### config.mk
export PLATFORM = sky130hd
export DESIGN_NAME = gen_reg32
export DESIGN_NICKNAME = d
export VERILOG_FILES = /design/src/rtl/gen_reg32.sv
export SDC_FILE = /design/constraint.sdc
export NUM_CORES = 1
export LEC_CHECK = 0
export ABC_AREA = 0
export CAP_MARGIN = 40
export CORE_MARGIN = 4
export CORE_UTILIZATION = 40
export CTS_CLUSTER_DIAMETER = 40
export DETAILED_ROUTE_END_ITERATION = 6
export DONT_BUFFER_PORTS = 1
export GPL_TIMING_DRIVEN = 0
export SLEW_MARGIN = 20
export SYNTH_ARGS = -nofsm -noshare
export SYNTH_HDL_FRONTEND = slang
export SYNTH_SLANG_ARGS = --single-unit
### constraint.sdc
create_clock -name clk -period 1.7 [get_ports clk]
set_clock_uncertainty 0.15 [all_clocks]
set_input_delay 0.51 -clock clk [delete_from_list [all_inputs] [get_ports clk]]
set_output_delay 0.51 -clock clk [all_outputs]
set_load 0.02 [all_outputs]
### src/rtl/gen_reg32.sv
// gen_reg32: load-enabled WIDTH-bit datapath register with registered zero/sign flags.
// Defining GEN_REG32_PARITY_EN adds a registered parity bit (q_par) and a parity checker (chk_en/par_err).
module gen_reg32 #(
    parameter int unsigned      WIDTH   = 32,
    parameter logic [WIDTH-1:0] RST_VAL = '0
) (
    input  logic             clk,
    input  logic             clr,
    input  logic             enable,
    input  logic [WIDTH-1:0] D,
`ifdef GEN_REG32_PARITY_EN
    input  logic             chk_en,
    output logic             q_par,
    output logic             par_err,
`endif
    output logic [WIDTH-1:0] Q,
    output logic             q_zero,
    output logic             q_neg
);

    logic [WIDTH-1:0] q_reg;
    logic [WIDTH-1:0] q_next;
    logic             zero_reg;
    logic             zero_next;
    logic             neg_reg;
    logic             neg_next;

    // Flags are derived from the value about to be stored, so they always match Q after the edge.
    always_comb begin
        q_next = q_reg;
        if (!clr) begin
            q_next = RST_VAL;
        end else if (enable) begin
            q_next = D;
        end
        zero_next = ~|q_next;
        neg_next  = q_next[WIDTH-1];
    end

    always_ff @(posedge clk) begin
        q_reg    <= q_next;
        zero_reg <= zero_next;
        neg_reg  <= neg_next;
    end

    assign Q      = q_reg;
    assign q_zero = zero_reg;
    assign q_neg  = neg_reg;

`ifdef GEN_REG32_PARITY_EN
    logic par_reg;
    logic par_next;

    always_comb begin
        par_next = ^q_next;
    end

    always_ff @(posedge clk) begin
        par_reg <= par_next;
    end

    assign q_par   = par_reg;
    // Recomputes parity from the stored value; only a corrupted flop can make these disagree.
    assign par_err = chk_en & (par_reg != ^q_reg);
`endif

endmodule

## Word level (Yosys, flattened, before mapping)

Cells that the tools add are included.

- Input bits: 35
- Bits in registers: 34
- Word-level logic and storage cells: 7
- Output and inout bits: 34

- Reductions and logical operators: 2
- Mux-type cells: 2

Operators with widths:

| kind | count |
|---|---|
| $mux 32 | 2 |
| $reduce_or 32->1 | 1 |
| $logic_not 1->1 | 1 |

## Longest topological paths before layout

- Word-level depth: 4
- Gate-level depth with buffers: 5

## Least setup slack after synthesis

No wires, ideal clock.

- Path kind: input to register
- From: in enable
- To: reg zero_reg, in the netlist q_zero
- Setup slack: 206 ps
- Buffers on the path: 1
- Required time: 1481 ps
- Library setup time: 69 ps
- Arrival time: 1275 ps
- Stages: 5
- Cell sequence: buf_6 > nor4_2 > nand4_1 > o22a_1 > o21ai_1

- Word-level cells in the longest chain between the ends: 4

RTL lines:

| element | line | RTL |
|---|---|---|
| from (decl) | 9 | `input logic enable,` |
| $mux 32 | 33 | `end else if (enable) begin` |
| $mux 32 | 31 | `if (!clr) begin` |
| $reduce_or 32->1 | 36 | `zero_next = ~\|q_next;` |
| $logic_not 1->1 | 36 |  |
| via zero_next | 24 | `logic zero_next;` |
| to (signal assigned) | 42 | `zero_reg <= zero_next;` |
| to (decl) | 23 | `logic zero_reg;` |

The timed path passes the listed nets, and every way through them passes these cells.

==> qor.txt <==
Status: finished, final reports clean
Register-to-register setup slack: 0.15 ns
Clk pin slew, worst setup/hold paths: 0.09 ns
Critical Path Start Type: flop
Port bufs: 0
Final Cell Area: 1520 sq um
Combinational share of power: 10.5%
Vias per cell: 5.28
Diodes inserted: 0
Register area share after synthesis: 47.1%
Arr. time, crit path: 0.94 ns
Slew @ Worst Pin: 0.429 ns
Flop pwr share: 60.8%
RSZ-0062 raised after global routing: no
Switching power: 412 uW
Root buffer cell: clkbuf_4
Place WS: 0.0667 ns
Hold path depth: 1
R2R Path End: q_zero
Synth top area cells: dfxtp_1, mux2i_1, nor2b_1
Hpwl dp: 2.62 mm
Io pins: 69
Setup-failing EPs final: 0
Antenna Violating Nets Remaining: 0
Vias in the first global route: 1,086
Power Total: 1510 uW
Total GRT Usage: 15.8%
Critical path buffer and inverter count: 1
Flops & latches, synth: 33
Post-Route WL: 3.34 mm
Top cells by count, synth: dfxtp_1, mux2i_1, nor2b_1
Tmin final: 1.60 ns
Worst path cell trace: buf_4
Drt pass-1 iters: 3
Hold Path Origin: clr
Post-Syn Nets: 166
H-tree Lvls: 2
Routed len/inst: 18.2 um
Max-cap violations: 0
Final hold vios: 0
Count leader, synth: dfxtp_1
Reg2Reg Depth: 4
Crit Path Max Fanout: 4
Die Y-Extent: 67.2 um
Slew headroom: 71.4%
CP endpoint kind: output pin
# rows: 21
Initial Utilization: 41.7%
Yosys warns: 0
Max VDD drop: 472 uV
GR Overflow Total: 0
Setup WS post-layout: 0.102 ns
Cell taking the most area after synthesis: dfxtp_1
Crit-path slowest cell: dfxtp_2
Post-DP Area: 1460 sq um
Top_reg_cell synth: dfxtp_1
Core Area: 3360 sq um
Largest net degree at the start of global routing: 11
DRC errors left: 0
Distinct cells, synth: 20
Iter 0 DRT Violations: 20
Top Family by Delay on Critical Path: flip-flops
Nets@finish: 173
Tcrit/Tclk final: 94.0%
Max Clock Freq: 626 MHz
PD cells: 997 nW/um^2
Cell count after synthesis: 131
# hold bufs at CTS: 0
Worst R2R Start: Q[26]
Clock Path Buffers: 2
Leak Pwr: 0.000606 uW
Syn_area_per_cell: 10.7 sq um
Slew Limit Fails: 0
Antenna violations before repair: 0
Die area: 4510 sq um
Post-synth EDFFs: 0
WP depth: 1
Share of the synthesized area in the top cell type: 47.1%
Clk Latency, worst-skew pair: 0.32 ns
Worst EP required: 1.04 ns
Final Wtd Congestion: 0.704
Internal power: 1100 uW
Area Growth Syn to Fin: 8.12%
Clk pwr share: 28.7%
Vias: 971
Final core utilization: 45.1%
First-pass GRT wire length: 5.05 mm
# clock sinks: 33
Sw Share: 27.3%
Post-Syn Area: 1400 sq um
Num CTS Buffers: 5
Crit Path Class: flop to output pin
CTS tree: built
FFs w/ async S/R, synth: 0%
CP peak stage delay: 0.44 ns
Worst hold path class: input pin to flop
Hold Path Sink: Q[0]
Width of the die: 67.2 um
Setup TNS: 0 ns
Share of layout cells above drive strength 1: 10.9%
## repair_timing
item / CTS / global route
resized for setup: 1 / 0
setup endpoints to repair: 1 / 0
hold endpoints to repair: 0 / 0
buffers inserted: 0 / 0
## cell type report
type                    count  area [sq um]
multi-input cells          90           693
clock buffers               7          55.1
well taps                  46          57.6
fillers                   355          1850
plain buffers               8          47.5
flip-flops and latches     33           662
## layer usage
layer | share of wire, % | vias to the layer above | track usage (%)
met5 | 0 | - | 0
met3 | 11 | 2 | 6.99
met1 | 38 | 445 | 17.1
li1 | - | 477 | -
met4 | 0.63 | 0 | 6.08
met2 | 50 | 47 | 27.0
## layout by cell type (no fill, tap or decap)
cell type  count
dfxtp_1       32
buf_6          1
buf_4          2
mux2i_1       32
or4_1          1
nor2_1         2
nor4_2         1
or4_4          1
nand3_1        2
nor4_1        10
o21ai_1        1
clkbuf_8       1
nand4_1        2
nor2b_1       32
nor4b_1        1
o22a_1         1
clkbuf_4       5
a31oi_1        1
nor3_2         1
clkbuf_1       4
nor3_1         2
buf_2          2
dfxtp_2        1
## power by group through the flow
stage | clock, uW | sequential (uW) | combinational [uW]
after floorplan | 0 | 924 | 133
after global placement | 0 | 936 | 155
after detailed placement | 0 | 938 | 160
after CTS | 452 | 920 | 160
after global routing | 490 | 926 | 176
final | 434 | 919 | 158
## logic make-up after synthesis
| logic type | synth area share [%] |
|---|---|
| buffers and inverters | 3.39 |
| multiplexers | 22.9 |
| AND/OR/NAND/NOR | 25.2 |
| flip-flops | 47.1 |
| AO/OA/AOI/OAI | 1.43 |
## per-stage QoR
| stage | hold slack (ns) | instances |
|---|---|---|
| finish | 0.164 | 184 |
| global route | 0.134 | 184 |
| CTS | 0.149 | 184 |
| detailed placement | 0.478 | 177 |
| global placement | 0.468 | 177 |
| floorplan | 0.446 | 131 |
## flip-flops by register name (all words and copies together), names as in the netlist
register and flops:
Q 31, q_neg 1, q_zero 1
## worst max path at each step
stage            from      to  slack [ns]
6_report        q_neg   Q[31]        0.10
5_1_grt         q_neg   Q[31]        0.04
4_1_cts         q_neg   Q[31]        0.08
3_5_place_dp   enable  q_zero        0.07
3_3_place_gp   enable  q_zero        0.10
2_1_floorplan  enable  q_zero        0.21
Power figures use the tool's default switching activity.
